$ cat config.mk
export PLATFORM = sky130hd
export DESIGN_NAME = multicycle_control
export DESIGN_NICKNAME = d
export VERILOG_FILES = /design/src/rtl/multicycle_control_pkg.sv /design/src/rtl/multicycle_control_decode.sv /design/src/rtl/multicycle_control.sv
export SDC_FILE = /design/constraint.sdc
export NUM_CORES = 1
export LEC_CHECK = 0
export ABC_AREA = 1
export CORE_ASPECT_RATIO = 0.7
export CORE_MARGIN = 3
export CORE_UTILIZATION = 45
export CTS_CLUSTER_DIAMETER = 100
export DETAILED_ROUTE_END_ITERATION = 7
export GPL_TIMING_DRIVEN = 0
export MAX_ROUTING_LAYER = met4
export PLACE_DENSITY = 0.86
export SYNTH_ARGS = -nofsm -noshare
export SYNTH_HDL_FRONTEND = slang
export SYNTH_HIERARCHICAL = 1
export SYNTH_SLANG_ARGS = --single-unit
$ cat constraint.sdc
create_clock -name clk -period 4.7 [get_ports clk]
set_input_delay 0.705 -clock clk [delete_from_list [all_inputs] [get_ports clk]]
set_output_delay 0.705 -clock clk [all_outputs]
set_load 0.02 [all_outputs]
$ cat src/rtl/multicycle_control_pkg.sv
// Shared constants for the multi-cycle control FSM:
// state codes, ISA opcodes/funcs, ALU ops and datapath select codes.
package multicycle_control_pkg;

  localparam int OPW   = 4;
  localparam int FUNCW = 6;

  typedef enum logic [2:0] {
    S_IF   = 3'd0,
    S_ID   = 3'd1,
    S_EX   = 3'd2,
    S_MEM  = 3'd3,
    S_WB   = 3'd4,
    S_HALT = 3'd5
  } state_t;

  typedef enum logic [3:0] {
    C_ALU_R,
    C_ALU_I,
    C_LOAD,
    C_STORE,
    C_BRANCH,
    C_JUMP,
    C_JUMPREG,
    C_WWD,
    C_HLT,
    C_ILLEGAL
  } iclass_t;

  localparam logic [3:0] OP_BNE   = 4'd0;
  localparam logic [3:0] OP_BEQ   = 4'd1;
  localparam logic [3:0] OP_BGZ   = 4'd2;
  localparam logic [3:0] OP_BLZ   = 4'd3;
  localparam logic [3:0] OP_ADI   = 4'd4;
  localparam logic [3:0] OP_ORI   = 4'd5;
  localparam logic [3:0] OP_LHI   = 4'd6;
  localparam logic [3:0] OP_LWD   = 4'd7;
  localparam logic [3:0] OP_SWD   = 4'd8;
  localparam logic [3:0] OP_JMP   = 4'd9;
  localparam logic [3:0] OP_JAL   = 4'd10;
  localparam logic [3:0] OP_RTYPE = 4'd15;

  localparam logic [5:0] FN_ADD = 6'd0;
  localparam logic [5:0] FN_SUB = 6'd1;
  localparam logic [5:0] FN_AND = 6'd2;
  localparam logic [5:0] FN_ORR = 6'd3;
  localparam logic [5:0] FN_NOT = 6'd4;
  localparam logic [5:0] FN_TCP = 6'd5;
  localparam logic [5:0] FN_SHL = 6'd6;
  localparam logic [5:0] FN_SHR = 6'd7;
  localparam logic [5:0] FN_JPR = 6'd25;
  localparam logic [5:0] FN_JRL = 6'd26;
  localparam logic [5:0] FN_WWD = 6'd28;
  localparam logic [5:0] FN_HLT = 6'd29;

  localparam logic [3:0] ALU_ADD   = 4'd0;
  localparam logic [3:0] ALU_SUB   = 4'd1;
  localparam logic [3:0] ALU_AND   = 4'd2;
  localparam logic [3:0] ALU_ORR   = 4'd3;
  localparam logic [3:0] ALU_NOT   = 4'd4;
  localparam logic [3:0] ALU_TCP   = 4'd5;
  localparam logic [3:0] ALU_SHL   = 4'd6;
  localparam logic [3:0] ALU_SHR   = 4'd7;
  localparam logic [3:0] ALU_LHI   = 4'd8;
  localparam logic [3:0] ALU_PASSA = 4'd9;

  localparam logic [1:0] SRCA_REG = 2'd0;
  localparam logic [1:0] SRCA_PC  = 2'd1;

  localparam logic [1:0] SRCB_REG = 2'd0;
  localparam logic [1:0] SRCB_IMM = 2'd1;
  localparam logic [1:0] SRCB_ONE = 2'd2;

  localparam logic [1:0] M2R_ALU = 2'd0;
  localparam logic [1:0] M2R_MEM = 2'd1;
  localparam logic [1:0] M2R_PC1 = 2'd2;

  localparam logic [1:0] RD_RD   = 2'd0;
  localparam logic [1:0] RD_RT   = 2'd1;
  localparam logic [1:0] RD_LINK = 2'd2;

  localparam logic MD_PC  = 1'b0;
  localparam logic MD_ALU = 1'b1;

  localparam logic JD_TGT = 1'b0;
  localparam logic JD_REG = 1'b1;

endpackage

$ cat src/rtl/multicycle_control_decode.sv
// Instruction classifier: opcode/func -> class,
// link flag and execute-stage ALU operation.
module control_decode
  import multicycle_control_pkg::*;
(
  input  logic [OPW-1:0]   i_opcode,
  input  logic [FUNCW-1:0] i_func,
  output iclass_t          o_cls,
  output logic             o_link,
  output logic [3:0]       o_alu_op
);

  always_comb begin
    o_cls    = C_ILLEGAL;
    o_link   = 1'b0;
    o_alu_op = ALU_ADD;
    case (i_opcode)
      OP_BNE, OP_BEQ, OP_BGZ, OP_BLZ: begin
        o_cls    = C_BRANCH;
        o_alu_op = ALU_SUB;
      end
      OP_ADI: o_cls = C_ALU_I;
      OP_ORI: begin
        o_cls    = C_ALU_I;
        o_alu_op = ALU_ORR;
      end
      OP_LHI: begin
        o_cls    = C_ALU_I;
        o_alu_op = ALU_LHI;
      end
      OP_LWD: o_cls = C_LOAD;
      OP_SWD: o_cls = C_STORE;
      OP_JMP: o_cls = C_JUMP;
      OP_JAL: begin
        o_cls  = C_JUMP;
        o_link = 1'b1;
      end
      OP_RTYPE: begin
        case (i_func)
          FN_ADD: o_cls = C_ALU_R;
          FN_SUB: begin
            o_cls    = C_ALU_R;
            o_alu_op = ALU_SUB;
          end
          FN_AND: begin
            o_cls    = C_ALU_R;
            o_alu_op = ALU_AND;
          end
          FN_ORR: begin
            o_cls    = C_ALU_R;
            o_alu_op = ALU_ORR;
          end
          FN_NOT: begin
            o_cls    = C_ALU_R;
            o_alu_op = ALU_NOT;
          end
          FN_TCP: begin
            o_cls    = C_ALU_R;
            o_alu_op = ALU_TCP;
          end
          FN_SHL: begin
            o_cls    = C_ALU_R;
            o_alu_op = ALU_SHL;
          end
          FN_SHR: begin
            o_cls    = C_ALU_R;
            o_alu_op = ALU_SHR;
          end
          FN_JPR: begin
            o_cls    = C_JUMPREG;
            o_alu_op = ALU_PASSA;
          end
          FN_JRL: begin
            o_cls    = C_JUMPREG;
            o_link   = 1'b1;
            o_alu_op = ALU_PASSA;
          end
          FN_WWD: begin
            o_cls    = C_WWD;
            o_alu_op = ALU_PASSA;
          end
          FN_HLT:  o_cls = C_HLT;
          default: o_cls = C_ILLEGAL;
        endcase
      end
      default: o_cls = C_ILLEGAL;
    endcase
  end

endmodule

$ cat src/rtl/multicycle_control.sv
// Multi-cycle control FSM: IF/ID/EX/MEM/WB microsteps, memory-ready
// stalls, one retire strobe per instruction, HALT parking.
module multicycle_control
  import multicycle_control_pkg::*;
#(
  parameter int OPW_P   = OPW,
  parameter int FUNCW_P = FUNCW
) (
  input  logic               clk,
  input  logic               reset_n,
  input  logic [OPW_P-1:0]   opcode,
  input  logic [FUNCW_P-1:0] func_code,
  input  logic               mem_ready,
  output logic               PVSWriteEn,
  output logic               jump,
  output logic               branch,
  output logic               WWD,
  output logic               HLT,
  output logic [1:0]         MemToReg,
  output logic               MemRead,
  output logic               MemWrite,
  output logic               RegWrite,
  output logic               MemDest,
  output logic [1:0]         RegDest,
  output logic               JumpDest,
  output logic [1:0]         Bcond,
  output logic [1:0]         ALUSrcA,
  output logic [1:0]         ALUSrcB,
  output logic [3:0]         ALUOp,
  output logic               carry
);

  state_t     r_state;
  state_t     w_next;
  iclass_t    w_cls;
  logic       w_link;
  logic [3:0] w_alu_op;
  logic       w_rtype;

  control_decode u_dec (
    .i_opcode (opcode),
    .i_func   (func_code),
    .o_cls    (w_cls),
    .o_link   (w_link),
    .o_alu_op (w_alu_op)
  );

  assign w_rtype = (opcode == OP_RTYPE);
  assign carry   = 1'b0;

  always_ff @(posedge clk or negedge reset_n) begin
    if (!reset_n) r_state <= S_IF;
    else          r_state <= w_next;
  end

  always_comb begin
    w_next     = S_IF;
    PVSWriteEn = 1'b0;
    jump       = 1'b0;
    branch     = 1'b0;
    WWD        = 1'b0;
    HLT        = 1'b0;
    MemToReg   = M2R_ALU;
    MemRead    = 1'b0;
    MemWrite   = 1'b0;
    RegWrite   = 1'b0;
    MemDest    = MD_PC;
    RegDest    = RD_RD;
    JumpDest   = JD_TGT;
    Bcond      = opcode[1:0] & {2{1'b0}};
    ALUSrcA    = SRCA_REG;
    ALUSrcB    = SRCB_REG;
    ALUOp      = ALU_ADD;
    case (r_state)
      S_IF: begin
        MemRead = 1'b1;
        MemDest = MD_PC;
        w_next  = mem_ready ? S_ID : S_IF;
      end
      S_ID: begin
        ALUSrcA = SRCA_PC;
        ALUSrcB = SRCB_ONE;
        ALUOp   = ALU_ADD;
        w_next  = S_EX;
        unique case (1'b1)
          (w_cls == C_JUMP): begin
            jump       = 1'b1;
            JumpDest   = JD_TGT;
            PVSWriteEn = 1'b1;
            RegWrite   = w_link;
            RegDest    = w_link ? RD_LINK : RD_RD;
            MemToReg   = w_link ? M2R_PC1 : M2R_ALU;
            w_next     = S_IF;
          end
          (w_cls == C_HLT): w_next = S_HALT;
          (w_cls == C_ILLEGAL): begin
            PVSWriteEn = 1'b1;
            w_next     = S_IF;
          end
          default: w_next = S_EX;
        endcase
      end
      S_EX: begin
        ALUSrcA = SRCA_REG;
        ALUSrcB = w_rtype ? SRCB_REG : SRCB_IMM;
        ALUOp   = w_alu_op;
        w_next  = S_IF;
        case (w_cls)
          C_BRANCH: begin
            branch     = 1'b1;
            Bcond      = opcode[1:0];
            PVSWriteEn = 1'b1;
          end
          C_JUMPREG: begin
            jump       = 1'b1;
            JumpDest   = JD_REG;
            PVSWriteEn = 1'b1;
            RegWrite   = w_link;
            RegDest    = w_link ? RD_LINK : RD_RD;
            MemToReg   = w_link ? M2R_PC1 : M2R_ALU;
          end
          C_WWD: begin
            WWD        = 1'b1;
            PVSWriteEn = 1'b1;
          end
          C_LOAD, C_STORE:  w_next = S_MEM;
          C_ALU_R, C_ALU_I: w_next = S_WB;
          // opcode changed under us: retire as a NOP rather than wedge
          default: PVSWriteEn = 1'b1;
        endcase
      end
      S_MEM: begin
        MemDest  = MD_ALU;
        MemRead  = (w_cls == C_LOAD);
        MemWrite = (w_cls == C_STORE);
        if (!mem_ready) begin
          w_next = S_MEM;
        end else if (w_cls == C_STORE) begin
          PVSWriteEn = 1'b1;
          w_next     = S_IF;
        end else begin
          w_next = S_WB;
        end
      end
      S_WB: begin
        RegWrite   = 1'b1;
        PVSWriteEn = 1'b1;
        MemToReg   = (w_cls == C_LOAD) ? M2R_MEM : M2R_ALU;
        RegDest    = w_rtype ? RD_RD : RD_RT;
        w_next     = S_IF;
      end
      S_HALT: begin
        HLT    = 1'b1;
        w_next = S_HALT;
      end
      default: w_next = S_IF;
    endcase
  end

endmodule

==> results.cfg <==
[synthesis]
avgSynthCellArea_sq_um = 5.15
synthAdderAreaFrac_pct = 0
synth_cell_types = 21
synth_top_family_by_area = simple AND/OR/NAND/NOR gates
yosys.area_share.simple_pct = 64.9
synth_top_area_share_pct = 17.5
synthArstFlopShare_pct = 100
synth_warnings = 6
synth_seq_area_share_pct = 9.00
ys.flop_type = dfrtp_1
synth_compound_area_share_pct = 6.30
synth_mux_area_share_pct = 0
synth.most_common_cell = nand2_1
synthCells = 162
synth_edf_count = 0
synth_top_area_cell = nand2_1
syn-cell-area_sq_um = 835
ys_top_cells_by_count = nand2_1, nor2_1, inv_1
netlist_top_cells_area = nand2_1, nor2_1, nand3_1, inv_1, dfrtp_1
synth.ff_latch_count = 3
synth-xor-area-share_pct = 0

[worst_setup_path]
cp-start-kind = input pin
path_max_fanout = 5
slowest_delay_ns = 0.58
cp_slowest_cell = clkdlybuf4s50_1
critical-path-top-delay-family = buffers and inverters
required_ns = 3.99
crit_type = input pin to output pin
critPathMostFrequentCell = nand2_1
critPathBufInv = 4
crit_path_end_kind = output pin
cp_cell_sequence = clkdlybuf4s50_1, nand2_1, nor2_1, nand2_1, inv_1, o21ai_2, nand3_1, nand2_1, nor2_1, nand3_1, nand2_1, buf_4, clkdlybuf4s50_1
arrival_ns = 3.27

[power_and_ir_drop]
p_per_area_nw_per_um2 = 327
max-vdd-ir-drop_v = 0.000317
power.leakage_nw = 0.646

[route]
vias = 1095
antenna_left = 0
viasPerCell = 4.91
wl_um = 2450
first_iter_violations = 61
drt_first_pass_iters = 4
wl_per_cell_um = 11.0
route.detailed.drc = 0

[clock_tree]
tritoncts = done
cts_sinks = 3
post_cts_buffers = 0
cts_buffers = 3
clock_path_buffers = 2
cts-root-buf = clkbuf_4
postCtsHoldBufs = 0
clk_pin_slew_worst_paths_ns = 0.04
clkLatencyLatePin_ns = 0.23
htree_levels = 1
ctsResizeCount = 0

[place]
io_buffers = 35
place_inst = 219
gp_congestion = 0.942
dp_hpwl_um = 2070

[sta]
finalHoldViolations = 0
rsz0062_at_grt = no
clock.fmax_ghz = 0.251
layout_min_cycle_time_ns = 3.98
finClkSkew_ns = 0.00619
drv_slew = 0
setup_viol = 0
setup_tns_ns = 0
final.period_utilization_pct = 84.6

[global_routing]
grt_antenna_before_repair = 0
grtUsageTotal_pct = 19.9
grt-ovfl-total = 0
grt_max_degree = 11
grt_pass1_vias = 879
grt_pass1_wl_um = 3770

[die]
dieHeight_um = 42.0
io_pins = 38
die_area_sq_um = 2420
rows = 12
initial_utilization_pct = 50.1
die_w_um = 57.5
core_sq_um = 1670

[final_layout]
fill_cells = 158
area_growth_pct = 48.7
top_register = r_state
nets = 216
final_cells = 223
top_regs = r_state x3
largest_reg_flops = 3
drive_gt1_share_pct = 16.3
num_antenna_cells = 0
final_util_pct = 74.5

[hold_path]
hp-class = input pin to async pin

[outcome]
status = complete, no violations

[flow_run]
drv_cap = 0
## cell type report
cell class | instances | area (sq um) | share of cell area, %
Clock buffer | 4 | 26.3 | 2.12
Multi-Input combinational cell | 122 | 602 | 48.5
Inverter | 34 | 128 | 10.3
Buffer | 4 | 33.8 | 2.72
Timing Repair Buffer | 35 | 350 | 28.2
Sequential cell | 3 | 75.1 | 6.05
Tap cell | 21 | 26.3 | 2.12
## final timing paths
kind | slack, ns | cells past startpoint | end | startpoint
worst max-delay path | 0.72 | 13 | RegDest[1] | opcode[1]
worst min-delay path | 0.65 | 1 | r_state[0] | reset_n
worst max register to register | 3.53 | 5 | r_state[2] | r_state[2]
worst min register to register | 0.72 | 3 | r_state[0] | r_state[0]
max in group asynchronous | 3.91 | 1 | r_state[1] | reset_n
min in group clk | 0.72 | 3 | r_state[0] | r_state[0]
## per-layer routing
| layer | GRT usage, % | part of all wire (%) | vias up |
|---|---|---|---|
| met4 | 4.17 | 0 | 0 |
| met5 | - | 0 | - |
| met1 | 28.5 | 47 | 471 |
| met2 | 31.5 | 45 | 49 |
| met3 | 0 | 7.2 | 0 |
| li1 | - | - | 575 |
## report_power, final
part           switching [mW]  internal, mW
clock network          0.0150        0.0319
registers              0.0186        0.0372
logic                   0.179         0.124
## metrics by stage
step / worst slack (ns) / cell area (sq um) / hold slack, ns / power (mW)
6_report: 0.723 / 1240 / 0.645 / 0.406
4_1_cts: 0.759 / 1240 / 0.646 / 0.405
3_3_place_gp: 0.811 / 1210 / 0.683 / 0.351
5_1_grt: 0.488 / 1240 / 0.646 / 0.430
3_5_place_dp: 0.757 / 1210 / 0.694 / 0.357
2_1_floorplan: 1.94 / 838 / 0.409 / 0.239
## placed cells by master, fill, tap and decap left out, drive strengths merged
cell            n
a21oi           2
buf             4
clkbuf          4
clkdlybuf4s50  35
conb            2
dfrtp           3
inv            34
nand2          40
nand3          26
nand4           1
nor2           40
nor3            3
nor4            1
o21ai           5
o22ai           1
o31ai           1
## cells by family after synthesis
kind of cell | after synthesis
compound gates | 9
other cells | 1
flops | 3
simple gates | 111
buf+inv | 38
No activity file was read; power rests on OpenSTA's default activity.
